==> config.mk <==
export PLATFORM = sky130hd
export DESIGN_NAME = dtcm_arbiter
export DESIGN_NICKNAME = d
export VERILOG_FILES = /design/src/rtl/dtcm_arb_pkg.sv /design/src/rtl/dtcm_arb_starve.sv /design/src/rtl/dtcm_arbiter.sv
export SDC_FILE = /design/constraint.sdc
export NUM_CORES = 1
export LEC_CHECK = 0
export CAP_MARGIN = 20
export CELL_PAD_IN_SITES_DETAIL_PLACEMENT = 0
export CELL_PAD_IN_SITES_GLOBAL_PLACEMENT = 1
export CORE_AREA = 2 2 120 122
export CTS_CLUSTER_SIZE = 28
export DETAILED_ROUTE_END_ITERATION = 6
export DIE_AREA = 0 0 122 124
export PLACE_DENSITY_LB_ADDON = 0.15
export SYNTH_ARGS = -nofsm -noshare
export SYNTH_HDL_FRONTEND = slang
export SYNTH_SLANG_ARGS = --single-unit
==> constraint.sdc <==
create_clock -name clk -period 4.92 [get_ports clk]
set_clock_uncertainty 0.05 [all_clocks]
set_input_delay 0.984 -clock clk [delete_from_list [all_inputs] [get_ports clk]]
set_output_delay 0.984 -clock clk [all_outputs]
set_load 0.01 [all_outputs]
==> src/rtl/dtcm_arb_pkg.sv <==
// Shared types and width constants for the DTCM arbiter.
//   arb_state_t : starvation FSM states (CPU priority / forced DMA slot)
//   owner_t     : who issued the read whose data returns next cycle
package dtcm_arb_pkg;

    localparam int unsigned ADDR_W = 32;
    localparam int unsigned DATA_W = 32;
    localparam int unsigned BE_W   = 4;

    typedef enum logic {
        CPU_PRI,
        DMA_FORCE
    } arb_state_t;

    typedef enum logic [1:0] {
        OWN_NONE,
        OWN_CPU,
        OWN_DMA
    } owner_t;

endpackage

==> src/rtl/dtcm_arb_starve.sv <==
// Starvation guard for the DMA master of the DTCM arbiter.
// Counts consecutive cycles a DMA request loses arbitration; once the count reaches
// MAX_WAIT the next cycle is handed to the DMA (force_dma=1) for exactly one access.
// Ports:
//   clk, reset : core clock, synchronous active-high reset
//   dma_req    : DMA request pending
//   dma_gnt    : DMA granted this cycle
//   force_dma  : registered, high while the FSM is in DMA_FORCE
module dtcm_arb_starve
    import dtcm_arb_pkg::*;
#(
    parameter int unsigned MAX_WAIT = 4
) (
    input  logic clk,
    input  logic reset,
    input  logic dma_req,
    input  logic dma_gnt,
    output logic force_dma
);

    arb_state_t state_q;
    logic [3:0] wait_cnt_q;
    logic [3:0] wait_cnt_d;

    // A lost cycle extends the streak; a grant or a withdrawn request ends it.
    always_comb begin
        wait_cnt_d = '0;
        if (dma_req && !dma_gnt) begin
            wait_cnt_d = wait_cnt_q + 4'd1;
        end
    end

    always_ff @(posedge clk) begin
        if (reset) begin
            state_q    <= CPU_PRI;
            wait_cnt_q <= '0;
            force_dma  <= 1'b0;
        end else begin
            wait_cnt_q <= wait_cnt_d;
            case (state_q)
                CPU_PRI: begin
                    if (wait_cnt_d == 4'(MAX_WAIT)) begin
                        state_q   <= DMA_FORCE;
                        force_dma <= 1'b1;
                    end
                end
                DMA_FORCE: begin
                    // The forced slot is a single cycle whether or not the DMA used it.
                    state_q   <= CPU_PRI;
                    force_dma <= 1'b0;
                end
            endcase
        end
    end

endmodule

==> src/rtl/dtcm_arbiter.sv <==
// Single-port DTCM arbiter between the CPU memory-access stage and a DMA master.
// The CPU has priority; dtcm_arb_starve forces a one-cycle DMA slot (stalling the CPU)
// after MAX_WAIT lost cycles. Grants are combinational; read data returns one cycle later.
// Ports:
//   clk, reset                              : core clock, synchronous active-high reset
//   cpu_en/wen/addr/wdata, cpu_rdata        : CPU access request and read data
//   cpu_stall                               : CPU request not taken this cycle
//   dma_req/wen/addr/wdata, dma_gnt         : DMA request and acceptance
//   dma_rdata, dma_rvalid                   : DMA read return
//   mem_en/wen/addr/wdata, mem_rdata        : arbitrated memory side (sync read)
module dtcm_arbiter
    import dtcm_arb_pkg::*;
#(
    parameter int unsigned MAX_WAIT = 4
) (
    input  logic              clk,
    input  logic              reset,
    input  logic              cpu_en,
    input  logic [BE_W-1:0]   cpu_wen,
    input  logic [ADDR_W-1:0] cpu_addr,
    input  logic [DATA_W-1:0] cpu_wdata,
    output logic [DATA_W-1:0] cpu_rdata,
    output logic              cpu_stall,
    input  logic              dma_req,
    input  logic [BE_W-1:0]   dma_wen,
    input  logic [ADDR_W-1:0] dma_addr,
    input  logic [DATA_W-1:0] dma_wdata,
    output logic              dma_gnt,
    output logic [DATA_W-1:0] dma_rdata,
    output logic              dma_rvalid,
    output logic              mem_en,
    output logic [BE_W-1:0]   mem_wen,
    output logic [ADDR_W-1:0] mem_addr,
    output logic [DATA_W-1:0] mem_wdata,
    input  logic [DATA_W-1:0] mem_rdata
);

    logic   force_dma;
    logic   cpu_win;
    logic   dma_win;
    owner_t rd_owner_q;
    owner_t rd_owner_d;

    dtcm_arb_starve #(
        .MAX_WAIT (MAX_WAIT)
    ) u_starve (
        .clk       (clk),
        .reset     (reset),
        .dma_req   (dma_req),
        .dma_gnt   (dma_gnt),
        .force_dma (force_dma)
    );

    always_comb begin
        dma_win   = dma_req && (force_dma || !cpu_en);
        cpu_win   = cpu_en && !dma_win;
        cpu_stall = cpu_en && dma_win;
        dma_gnt   = dma_win;

        // Byte enables come only from the winner, so a stalled CPU write never lands.
        mem_en    = cpu_win || dma_win;
        mem_wen   = '0;
        mem_addr  = cpu_addr;
        mem_wdata = cpu_wdata;
        if (dma_win) begin
            mem_wen   = dma_wen;
            mem_addr  = dma_addr;
            mem_wdata = dma_wdata;
        end else if (cpu_win) begin
            mem_wen = cpu_wen;
        end

        rd_owner_d = OWN_NONE;
        if (dma_win && (dma_wen == '0)) begin
            rd_owner_d = OWN_DMA;
        end else if (cpu_win && (cpu_wen == '0)) begin
            rd_owner_d = OWN_CPU;
        end
    end

    always_ff @(posedge clk) begin
        if (reset) begin
            rd_owner_q <= OWN_NONE;
        end else begin
            rd_owner_q <= rd_owner_d;
        end
    end

    assign cpu_rdata  = mem_rdata;
    assign dma_rdata  = mem_rdata;
    // Masked during reset so a read return in flight is dropped immediately.
    assign dma_rvalid = (rd_owner_q == OWN_DMA) && !reset;

endmodule

==> impl_metrics.json <==
{
  "status": "complete, no violations",
  "grt_setup_unrepaired": "no",
  "drt-vias-per-instance": 3.495,
  "worst_slack_ns": 0.6597,
  "hold_path.class": "flip-flop to flip-flop",
  "critical_path.top_delay_family": "buffers and inverters",
  "grt_antenna_before_repair": 0,
  "holdWs_ns": 0.4116,
  "row_count": 43,
  "ys_seq_area_share_pct": 8.355,
  "die_h_um": 124,
  "ys_types": 23,
  "worst_setup_path_end_kind": "output pin",
  "fill_cells": 1447,
  "io_buffers": 211,
  "cts.path.max_buffers": 2,
  "layout_min_cycle_time_ns": 4.260,
  "post-route-period-util_pct": 86.59,
  "cap_violations": 0,
  "tightest_slew_ns": 0.3152,
  "layout_commonest_cell": "clkdlybuf4s50_1",
  "cts_root_buf": "clkbuf_16",
  "gp_congestion": 0.7081,
  "cts_tree": "done",
  "cts_buffers": 3,
  "synth-seq-cells": 8,
  "start_kind": "primary input",
  "clkSlewWorstSetupHoldPaths_ns": 0.04,
  "syn_area_per_cell_um2": 10.53,
  "synth_fp_nets": 355,
  "setup_viol": 0,
  "fmax_mhz": 234.7,
  "n_antenna_cell": 0,
  "crit_type": "primary input to output pin",
  "cts_hold_buf": 0,
  "design.core.area_mm2": 0.01372,
  "ios": 308,
  "p_leak_nw": 1.513,
  "synth_area_mm2": 0.001917,
  "route.detailed.drc": 0,
  "cp.required_ns": 3.89,
  "firstDrtPassIters": 4,
  "postCtsSetupRepairBufs": 0,
  "h-tree-depth": 1,
  "yosysTopAreaCell": "mux2_4",
  "hold_violations": 0,
  "grt_pass1_wl_mm": 11.42,
  "slew_headroom_pct": 78.99,
  "critPathSlowestCell": "clkdlybuf4s50_1",
  "power_density_mw_per_mm2": 138.9,
  "maxSlewViolCount": 0,
  "yosys_warnings": 0,
  "vias": 1772,
  "gr-usage-all-layers_pct": 10.16,
  "dp_worst_setup_slack_ns": 0.6346,
  "path_max_fanout": 18,
  "seqCellArea_um2": 160.2,
  "yosysTopAreaCellShare_pct": 49.35,
  "drtAntennaViolNets": 0,
  "dp_hpwl_mm": 7.717,
  "most-common-layout-cells": "211 x clkdlybuf4s50_1, 63 x mux2_4, 8 x dfxtp_1",
  "syn2layout_area_growth_pct": 98.69,
  "die_w_um": 122,
  "wl_per_cell_um": 17.29,
  "drive_above_1_share_pct": 22.32,
  "fin_setup_tns_ns": 0,
  "grt_pass1_vias": 1802,
  "grt_start_max_net_pins": 27,
  "crit_buf_inv": 3,
  "die_area_mm2": 0.01513,
  "cp.arrival_ns": 3.23,
  "multi_input_area_mm2": 0.001185,
  "ir_worst_vdd_v": 0.0003055,
  "nNetsFinal": 502,
  "yosys-top-cells-area": "mux2_4 49%, buf_4 25%, dfxtp_1 8.4%",
  "netlist_instances": 182,
  "critical-path-max-stage-delay_ns": 0.56,
  "clock_latency_ns": 0.23,
  "path_cells": "clkdlybuf4s50_1 > nand2b_2 > and2_4 > buf_4 > mux2_4 > clkdlybuf4s50_1",
  "cts_sinks": 8,
  "drt_iter0_markers": 25,
  "overflow": 0,
  "initial_utilization_pct": 13.97,
  "crit_top_cell": "clkdlybuf4s50_1",
  "cts_resized": 0,
  "drt-total-wl_mm": 8.766
}
-- stage by stage --
stage / cells / util (%) / cell area [um^2] / total power (W)
finish: 507 / 27.76 / 3809 / 0.0005292
global route: 507 / 27.76 / 3809 / 0.0005567
CTS: 507 / 27.76 / 3809 / 0.0005381
detailed placement: 504 / 27.21 / 3734 / 0.0004005
global placement: 504 / 27.21 / 3734 / 0.0004019
floorplan: 182 / - / 1917 / 0.0002416
-- routing by layer --
metal | wire (um) | GRT usage (%) | vias to the layer above
li1 | - | - | 855
met1 | 2976 | 10.60 | 778
met2 | 4519 | 19.31 | 133
met3 | 1249 | 4.716 | 6
met4 | 21 | 0.7902 | 0
met5 | 0 | 0 | -
-- power by group --
group | switching [W] | internal, W | total, W
sequential | 0.000000417 | 0.0000658 | 0.0000662
clock | 0.0000295 | 0.000105 | 0.000134
combinational | 0.0000935 | 0.000235 | 0.000329
total | 0.000123 | 0.000406 | 0.000529
-- area by class of cell --
class,instances,share of cell area [%]
Tap cell,180,5.913
Inverter,1,0.09855
Clock buffer,3,1.971
Multi-Input combinational cell,101,31.11
Sequential cell,8,4.205
Timing Repair Buffer,214,56.70
-- cell families (layout without fill, tap and decap cells) --
group / Yosys count / in the layout / share of synthesized area, %
simple gates: 28 / 28 / 8.225
mux: 64 / 64 / 49.93
xor+xnor: 3 / 3 / 1.371
compound gates: 5 / 5 / 1.501
flops: 8 / 8 / 8.355
fa+ha+maj: 1 / 1 / 0.6526
buf+inv: 73 / 218 / 29.96
-- flip-flops by register name, summed over array words and instances (netlist names) --
register             count
u_starve.wait_cnt_q      4
u_starve.force_dma       1
rd_owner_q               2
u_starve.state_q         1
-- synthesized netlist by cell type --
| cell type | n |
|---|---|
| and3_1 | 3 |
| nor4_1 | 1 |
| and2_1 | 1 |
| xor2_1 | 2 |
| xnor2_1 | 1 |
| or2_2 | 1 |
| nand4bb_1 | 1 |
| o21ai_1 | 4 |
| nand2_1 | 5 |
| ha_1 | 1 |
| or4b_1 | 1 |
| dfxtp_1 | 8 |
| nor3b_1 | 3 |
| nor3_1 | 1 |
| buf_6 | 8 |
| nor2_1 | 5 |
| mux2_1 | 1 |
| mux2_4 | 63 |
| a31o_2 | 1 |
| inv_1 | 1 |
| nand2b_2 | 1 |
| nand3_1 | 5 |
| buf_4 | 64 |
-- worst paths after layout --
kind	startpoint	end	slack, ns	depth (start not counted)
max	cpu_en	mem_wdata[11]	0.66	6
max reg2reg	u_starve.wait_cnt_q[0]	u_starve.state_q	3.69	3
min	u_starve.wait_cnt_q[0]	u_starve.wait_cnt_q[0]	0.41	1
min reg2reg	u_starve.wait_cnt_q[0]	u_starve.wait_cnt_q[0]	0.41	1
Note: power is estimated with default switching activity, not from simulation.
